`src/rtl/count_monitor.sv`:
```
// count_monitor: predicts the next value of an external 8-bit up/down
// counter from its reset/direction inputs and checks every following
// sample against that prediction. Lock state, error statistics and
// verified wrap events are reported on registered outputs.

module count_monitor #(
  parameter int ERR_W       = 8,
  parameter int LOCK_CYCLES = 2
) (
  input  logic             clk,
  input  logic             rst_n,
  input  logic             en,
  input  logic             dut_rst_n,
  input  logic             down,
  input  logic [7:0]       count,
  output logic [7:0]       expected,
  output logic             locked,
  output logic             mismatch,
  output logic             err_sticky,
  output logic [ERR_W-1:0] err_cnt,
  output logic             wrap_up,
  output logic             wrap_dn
);

  typedef enum logic [1:0] {
    ST_IDLE   = 2'd0,
    ST_SYNC   = 2'd1,
    ST_TRACK  = 2'd2,
    ST_RESYNC = 2'd3
  } state_t;

  localparam logic [ERR_W-1:0] ERR_MAX  = '1;
  localparam logic [ERR_W-1:0] ERR_ONE  = ERR_W'(1);
  localparam logic [3:0]       LOCK_TGT = 4'(LOCK_CYCLES);

  state_t           state_r;
  logic [3:0]       run_r;
  logic [7:0]       prev_count_r;
  logic             prev_down_r;
  logic             prev_dut_rst_n_r;

  logic [7:0]       pred_s;
  logic             hit_s;
  logic [ERR_W-1:0] err_inc_s;
  logic [3:0]       run_inc_s;
  logic             wrap_up_hit_s;
  logic             wrap_dn_hit_s;
  logic             state_is_track_s;

  // Next-value prediction, compare result and saturating error increment.
  always_comb begin
    pred_s        = 8'd0;
    hit_s         = 1'b0;
    err_inc_s     = err_cnt;
    run_inc_s     = run_r + 4'd1;
    wrap_up_hit_s = 1'b0;
    wrap_dn_hit_s = 1'b0;

    if (!dut_rst_n) begin
      pred_s = 8'd0;
    end else if (down) begin
      pred_s = count - 8'd1;
    end else begin
      pred_s = count + 8'd1;
    end

    hit_s = (count == expected);

    if (err_cnt == ERR_MAX) begin
      err_inc_s = err_cnt;
    end else begin
      err_inc_s = err_cnt + ERR_ONE;
    end

    // A wrap is only credited when the previous edge really asked for it.
    wrap_up_hit_s = hit_s && (prev_count_r == 8'hFF) && !prev_down_r && prev_dut_rst_n_r;
    wrap_dn_hit_s = hit_s && (prev_count_r == 8'h00) &&  prev_down_r && prev_dut_rst_n_r;
  end

  // Lock FSM with all outputs registered; disable beats any compare result.
  always_ff @(posedge clk) begin
    if (!rst_n) begin
      state_r          <= ST_IDLE;
      run_r            <= 4'd0;
      expected         <= 8'd0;
      prev_count_r     <= 8'd0;
      prev_down_r      <= 1'b0;
      prev_dut_rst_n_r <= 1'b0;
      locked           <= 1'b0;
      mismatch         <= 1'b0;
      err_sticky       <= 1'b0;
      err_cnt          <= '0;
      wrap_up          <= 1'b0;
      wrap_dn          <= 1'b0;
    end else if (!en) begin
      // expected, err_cnt and err_sticky deliberately hold here.
      state_r  <= ST_IDLE;
      run_r    <= 4'd0;
      locked   <= 1'b0;
      mismatch <= 1'b0;
      wrap_up  <= 1'b0;
      wrap_dn  <= 1'b0;
    end else begin
      expected         <= pred_s;
      prev_count_r     <= count;
      prev_down_r      <= down;
      prev_dut_rst_n_r <= dut_rst_n;
      mismatch         <= 1'b0;
      wrap_up          <= 1'b0;
      wrap_dn          <= 1'b0;

      case (state_r)
        ST_IDLE: begin
          // First enabled edge only seeds the prediction.
          state_r <= ST_SYNC;
          run_r   <= 4'd0;
          locked  <= 1'b0;
        end

        ST_SYNC: begin
          run_r <= 4'd0;
          if (hit_s) begin
            state_r <= ST_TRACK;
            locked  <= 1'b1;
          end else begin
            state_r <= ST_SYNC;
            locked  <= 1'b0;
          end
        end

        ST_TRACK: begin
          run_r <= 4'd0;
          if (hit_s) begin
            state_r <= ST_TRACK;
            locked  <= 1'b1;
            wrap_up <= wrap_up_hit_s;
            wrap_dn <= wrap_dn_hit_s;
          end else begin
            state_r    <= ST_RESYNC;
            locked     <= 1'b0;
            mismatch   <= 1'b1;
            err_cnt    <= err_inc_s;
            err_sticky <= 1'b1;
          end
        end

        ST_RESYNC: begin
          // Misses here only restart the run; they are not counted again.
          if (hit_s) begin
            if (run_inc_s == LOCK_TGT) begin
              state_r <= ST_TRACK;
              run_r   <= 4'd0;
              locked  <= 1'b1;
            end else begin
              state_r <= ST_RESYNC;
              run_r   <= run_inc_s;
              locked  <= 1'b0;
            end
          end else begin
            state_r <= ST_RESYNC;
            run_r   <= 4'd0;
            locked  <= 1'b0;
          end
        end

        default: begin
          state_r <= ST_IDLE;
          run_r   <= 4'd0;
          locked  <= 1'b0;
        end
      endcase
    end
  end

  // Decode used only by the property checker below.
  always_comb begin
    state_is_track_s = (state_r == ST_TRACK);
  end

  count_monitor_checker u_checker (
    .clk            (clk),
    .rst_n          (rst_n),
    .locked         (locked),
    .mismatch       (mismatch),
    .wrap_up        (wrap_up),
    .wrap_dn        (wrap_dn),
    .state_is_track (state_is_track_s)
  );

endmodule

// Structural properties of the monitor outputs.
module count_monitor_checker (
  input logic clk,
  input logic rst_n,
  input logic locked,
  input logic mismatch,
  input logic wrap_up,
  input logic wrap_dn,
  input logic state_is_track
);

  a_event_excl: assert property (@(posedge clk) $onehot0({mismatch, wrap_up, wrap_dn}));
  a_mm_pulse:   assert property (@(posedge clk) disable iff (!rst_n) mismatch |=> !mismatch);
  a_wu_pulse:   assert property (@(posedge clk) disable iff (!rst_n) wrap_up |=> !wrap_up);
  a_wd_pulse:   assert property (@(posedge clk) disable iff (!rst_n) wrap_dn |=> !wrap_dn);
  a_lock_dec:   assert property (@(posedge clk) locked == state_is_track);

endmodule
```
`config.mk`:
```
export PLATFORM = sky130hd
export DESIGN_NAME = count_monitor
export DESIGN_NICKNAME = d
export VERILOG_FILES = /design/src/rtl/count_monitor.sv
export SDC_FILE = /design/constraint.sdc
export NUM_CORES = 1
export LEC_CHECK = 0
export CORE_ASPECT_RATIO = 2
export CORE_UTILIZATION = 35
export CTS_CLUSTER_DIAMETER = 40
export DETAILED_ROUTE_END_ITERATION = 7
export GPL_TIMING_DRIVEN = 1
export PLACE_DENSITY = 0.56
export REMOVE_ABC_BUFFERS = 1
export SYNTH_ARGS = -nofsm -noshare
export SYNTH_HDL_FRONTEND = slang
export SYNTH_SLANG_ARGS = --single-unit
```
`constraint.sdc`:
```
create_clock -name clk -period 2 [get_ports clk]
set_clock_uncertainty 0.1 [all_clocks]
set_input_delay 0.2 -clock clk [delete_from_list [all_inputs] [get_ports clk]]
set_output_delay 0.2 -clock clk [all_outputs]
set_load 0.01 [all_outputs]
```
---- Word level (Yosys, flattened, before mapping) ----
Index checks and enable logic that the tools add are counted.
storage, ports and cells
  flip-flop bits (word level) ............. 37
  output and inout bits ................... 21
operators by class
  add/sub/neg operators ................... 4
  equality and inequality tests ........... 7
  muxes and demuxes ....................... 15
  bitwise gates (word level) .............. 2
  reductions and logical operators ........ 16
operators with widths
  cell                                               count
  adder 8 x 1 -> 8 bit (second input constant)       2
  == test 8 bit (second input constant)              2
  two-way mux 8 bit                                  2
  == test 8 bit                                      1
  logical NOT 8 bit                                  1
  two-way mux 4 bit                                  2
  one-hot mux 2 bit (4 select lines)                 1
  one-hot mux 4 bit (2 select lines)                 1
  AND reduction 4 bit                                2
  subtractor 8 x 1 -> 8 bit (second input constant)  1
  logical AND 1 bit                                  6
  two-way mux 1 bit                                  6
  AND reduction 3 bit                                2
  adder 4 x 1 -> 4 bit (second input constant)       1
  == test 2 bit (second input constant)              2
  == test 4 x 2 -> 1 bit (second input constant)     1
  two-way mux 2 bit                                  2
  one-hot mux 1 bit (3 select lines)                 1
  OR reduction 3 bit                                 1
  == test 2 x 1 -> 1 bit (second input constant)     1
  logical NOT 2 bit                                  1
  inverter 1 bit                                     2
  AND reduction 2 bit                                1
  OR reduction 2 bit                                 1
  logical NOT 1 bit                                  1

---- Longest topological paths before layout ----
  depth after elaboration ................. 5
  mapped depth ............................ 6
  mapped depth without buffers ............ 6

---- Least setup slack after synthesis ----
No wires, ideal clock.
  path kind ............................... reg-to-reg
  from .................................... reg err_cnt[4]
  to ...................................... reg err_cnt[3]
  library setup time ...................... 0.072 ns
  arrival ................................. 1.433 ns
  setup slack ............................. 0.395 ns
  cell stages (with the launch flop) ...... 7
  period minus slack after synthesis ...... 1.605 ns
  cells stage by stage .................... dfxtp_1 and3_1 and3_4 and3_1 buf_6 nor4_2 mux2i_1
between the ends
  longest elaborated chain between the ends .. 3
RTL lines
  item                           line  text
  from (decl)                    20    output logic [ERR_W-1:0] err_cnt,
  from (signal assigned)         142   err_cnt <= err_inc_s;
  == test 8 bit                  69    if (err_cnt == ERR_MAX) begin
  inverter 1 bit (no line)       --
  AND reduction 4 bit (no line)  --
Every way passes these cells.
A chain may end at the register's enable or synchronous reset.

---- Worst setup path after layout ----
  from .................................... in count[1]
  to ...................................... reg expected[7]
between the ends
  longest elaborated chain between the ends .. 3
  elaborated cells on any way between the ends .. 4
  those cells by class .................... add/sub: 2; mux: 2
RTL lines
  item                                                               line    text
  from (decl)                                                        15      input logic [7:0] count,
  adder 8 x 1 -> 8 bit or subtractor 8 x 1 -> 8 bit (tied branches)  64, 62
  two-way mux 8 bit (*)                                              61      end else if (down) begin
  two-way mux 8 bit (*)                                              59      if (!dut_rst_n) begin
  to (signal assigned)                                               104     expected <= pred_s;
  to (decl)                                                          16      output logic [7:0] expected,
Mark *: on every way between the ends. The rest lies on a longest branch, timed or not.

==> results.sh <==
export IMPL_post_place_ws_ps=-300
export IMPL_vias=1739
export IMPL_overflow=0
export IMPL_row_count=39
export IMPL_arrival_ps=1940
export IMPL_cts_root_buf="clkbuf_16"
export IMPL_die_h_um=111
export IMPL_hold_start="err_sticky"
export IMPL_coreArea_um2=5710
export IMPL_startpoint_type="primary input"
export IMPL_numCtsBuffers=5
export IMPL_hold_end="err_sticky"
export IMPL_synthFlopType="dfxtp_1"
export IMPL_clock_sinks=37
export IMPL_ys_types=51
export IMPL_grtUsageTotal_pct=17.5
export IMPL_vdd_drop_max_uv=426
export IMPL_tightest_slew_ps=346
export IMPL_cts_tree="built"
export IMPL_die_area_um2=6230
export IMPL_r2r_cells=5
export IMPL_crit_buf_inv=1
export IMPL_diodes=0
export IMPL_wl_mm=5.06
export IMPL_crit_type="in -> reg"
export IMPL_io_pins=34
export IMPL_hold_violations=0
export IMPL_place_gp_congestion=0.764
export IMPL_cts_max_level=2
export IMPL_grt_max_degree=35
export IMPL_rsz0062_at_grt="no"
export IMPL_cp_required_ps=2070
export IMPL_power_leakage_uw=0.00109
export IMPL_cts_resized=1
export IMPL_clock_latency_ps=280
export IMPL_worstSetupEndpointType="flop"
export IMPL_cap_viol_max_count=0
export IMPL_p_per_area_nw_per_um2=648
export IMPL_final_cell_mix="37 x dfxtp_1, 32 x clkdlybuf4s50_1, 28 x buf_4"
export IMPL_r2r_start="err_cnt[2]"
export IMPL_io_buffers=33
export IMPL_drive_gt1_share_pct=18.5
export IMPL_muxShareOfSynthArea_pct=6.78
export IMPL_fin_total_pwr_uw=1810
export IMPL_synth_edf_count=0
export IMPL_yosys_area_share_xor_xnor_pct=9.09
export IMPL_fin_util_pct=48.8
export IMPL_yosysSeqAreaShare_pct=35.9
export IMPL_syn_to_final_growth_pct=34.9
export IMPL_synth_compound_area_share_pct=12.2
export IMPL_design_area_um2=2790
export IMPL_synthTopCellsByArea="dfxtp_1 36%, ha_1 7.9%, mux2i_1 6.8%"
export IMPL_hold_buffers=0
export IMPL_yosys_warnings=0
export IMPL_hp_class="reg -> reg"
export IMPL_wl_met1_mm=1.88
export IMPL_route_detailed_drc=0
export IMPL_synth_top_area_share_pct=35.9
export IMPL_fin_ws_ps=130
export IMPL_viasPerCell=5.25
export IMPL_synthAdderAreaFrac_pct=8.84
export IMPL_top_layer="met4"
export IMPL_grt_pass1_vias=1770
export IMPL_finalCritPeriodShare_pct=93.5
export IMPL_fmax_mhz=535
export IMPL_initial_core_util_pct=36.2
export IMPL_hold_depth=1
export IMPL_min_period_ps=1870
export IMPL_syn_area_per_cell_um2=9.88
export IMPL_crit_family="compound AO/OA/AOI/OAI gates"
export IMPL_ctsLongestPathBuffers=2
export IMPL_yosys_area_top_type="dfxtp_1"
export IMPL_nNetsFinal=298
export IMPL_postPlaceCellArea_um2=2660
export IMPL_setup_viol=0
export IMPL_cp_slowest_cell="clkdlybuf4s50_1"
export IMPL_drt_initial_drc_count=16
export IMPL_post_cts_buffers=0
export IMPL_final_common_cell="dfxtp_1"
export IMPL_drv_slew=0
export IMPL_wl_per_cell_um=15.3
export IMPL_path_max_fanout=3
export IMPL_ys_ff_latch=37
export IMPL_synth_simple_area_share_pct=24.0
export IMPL_grt_pass1_wl_mm=8.46
export IMPL_ff2ff_setup_slack_ps=300
export IMPL_antenna_found_initial=0
export IMPL_wl_met3_um=121
export IMPL_postRouteAntennaNets=0
export IMPL_postSynth_asyncResetShare_pct=0
export IMPL_status="complete, no violations"
export IMPL_path_clk_slew_ps=50
export IMPL_maxSlewHeadroom_pct=76.9
export IMPL_dr_pass1_iters=2
export IMPL_worst_hold_slack_ps=360
export IMPL_routed_wl_met2_mm=2.97
export IMPL_r2r_end="err_cnt[7]"
export IMPL_slowest_delay_ps=530
export IMPL_syn_cell_area_um2=2070
export IMPL_die_x_um=56.3
export IMPL_syn_instance_count=209
export IMPL_dp_hpwl_mm=3.95
export IMPL_cp_cell_sequence="clkdlybuf4s50_1 -> ha_1 -> a211oi_1 -> o21ai_1 -> o31ai_1 -> xnor2_1 -> a22o_1"
export IMPL_synth_top_family_by_area="simple AND/OR/NAND/NOR gates"
-- worst reg2reg max path, cell delays in order (launching register included) --
cell and delay [ps]:
dfxtp_1 430, and3_1 240, and3_4 200, nand3_1 100, or4_1 410, a21boi_1 150
-- power breakdown --
| group | switching [µW] | internal (µW) |
|---|---|---|
| Sequential | 23.4 | 761 |
| Clock | 281 | 445 |
| Combinational | 131 | 165 |
-- worst max path at each step --
stage / startpoint / to / slack, ps / cells after the start
floorplan: state_r[0] / err_cnt[7] / 400 / 5
global placement: down / expected[6] / -300 / 7
CTS: count[1] / expected[7] / 130 / 7
detailed placement: down / expected[6] / -300 / 7
global route: count[1] / expected[7] / 20 / 7
finish: count[1] / expected[7] / 130 / 7
-- stage by stage --
stage / setup TNS, ps / cells
after detailed placement: -1770 / 325
after global routing: 0 / 331
after global placement: -1550 / 325
after CTS: 0 / 331
final: 0 / 331
after floorplan: 0 / 202
-- layer usage --
metal  global-route usage (%)  vias up
li1                         -      872
met1                     16.8      833
met2                     34.8       29
met3                     2.81        5
met4                     7.32        0
met5                        0        -
-- cells by family after synthesis --
group                    count (synthesis)
flip-flops                              37
multiplexers                            14
XOR/XNOR                                18
AO/OA/AOI/OAI                           34
AND/OR/NAND/NOR                         79
buffers and inverters                   13
adder cells (fa/ha/maj)                 14
-- cell usage after synthesis, types with 5 or more instances --
cell type and count:
a21oi_1 5, and2_1 5, dfxtp_1 37, ha_1 13, inv_1 6, mux2i_1 14
nand2_1 16, nand2b_1 6, nand3_1 9, nor2_1 8, nor2b_1 10, xnor2_1 9
xor2_1 5
-- state kept, by name, summed over array words and instances (netlist names) --
name / flops
locked: 1
state_r: 2
run_r: 4
mismatch: 1
prev_dut_rst_n_r: 1
prev_down_r: 1
wrap_dn: 1
prev_count_r: 8
err_cnt: 8
wrap_up: 1
expected: 8
err_sticky: 1
-- final cells by class --
class	instances	area [µm²]
well taps	61	76.3
repair buffers	62	559
multi-input cells	159	1260
inverters	6	22.5
flip-flops and latches	37	741
clock buffers	5	125
fillers	556	2920
clock inverters	1	5.00
No activity file was read; power rests on OpenSTA's default activity.
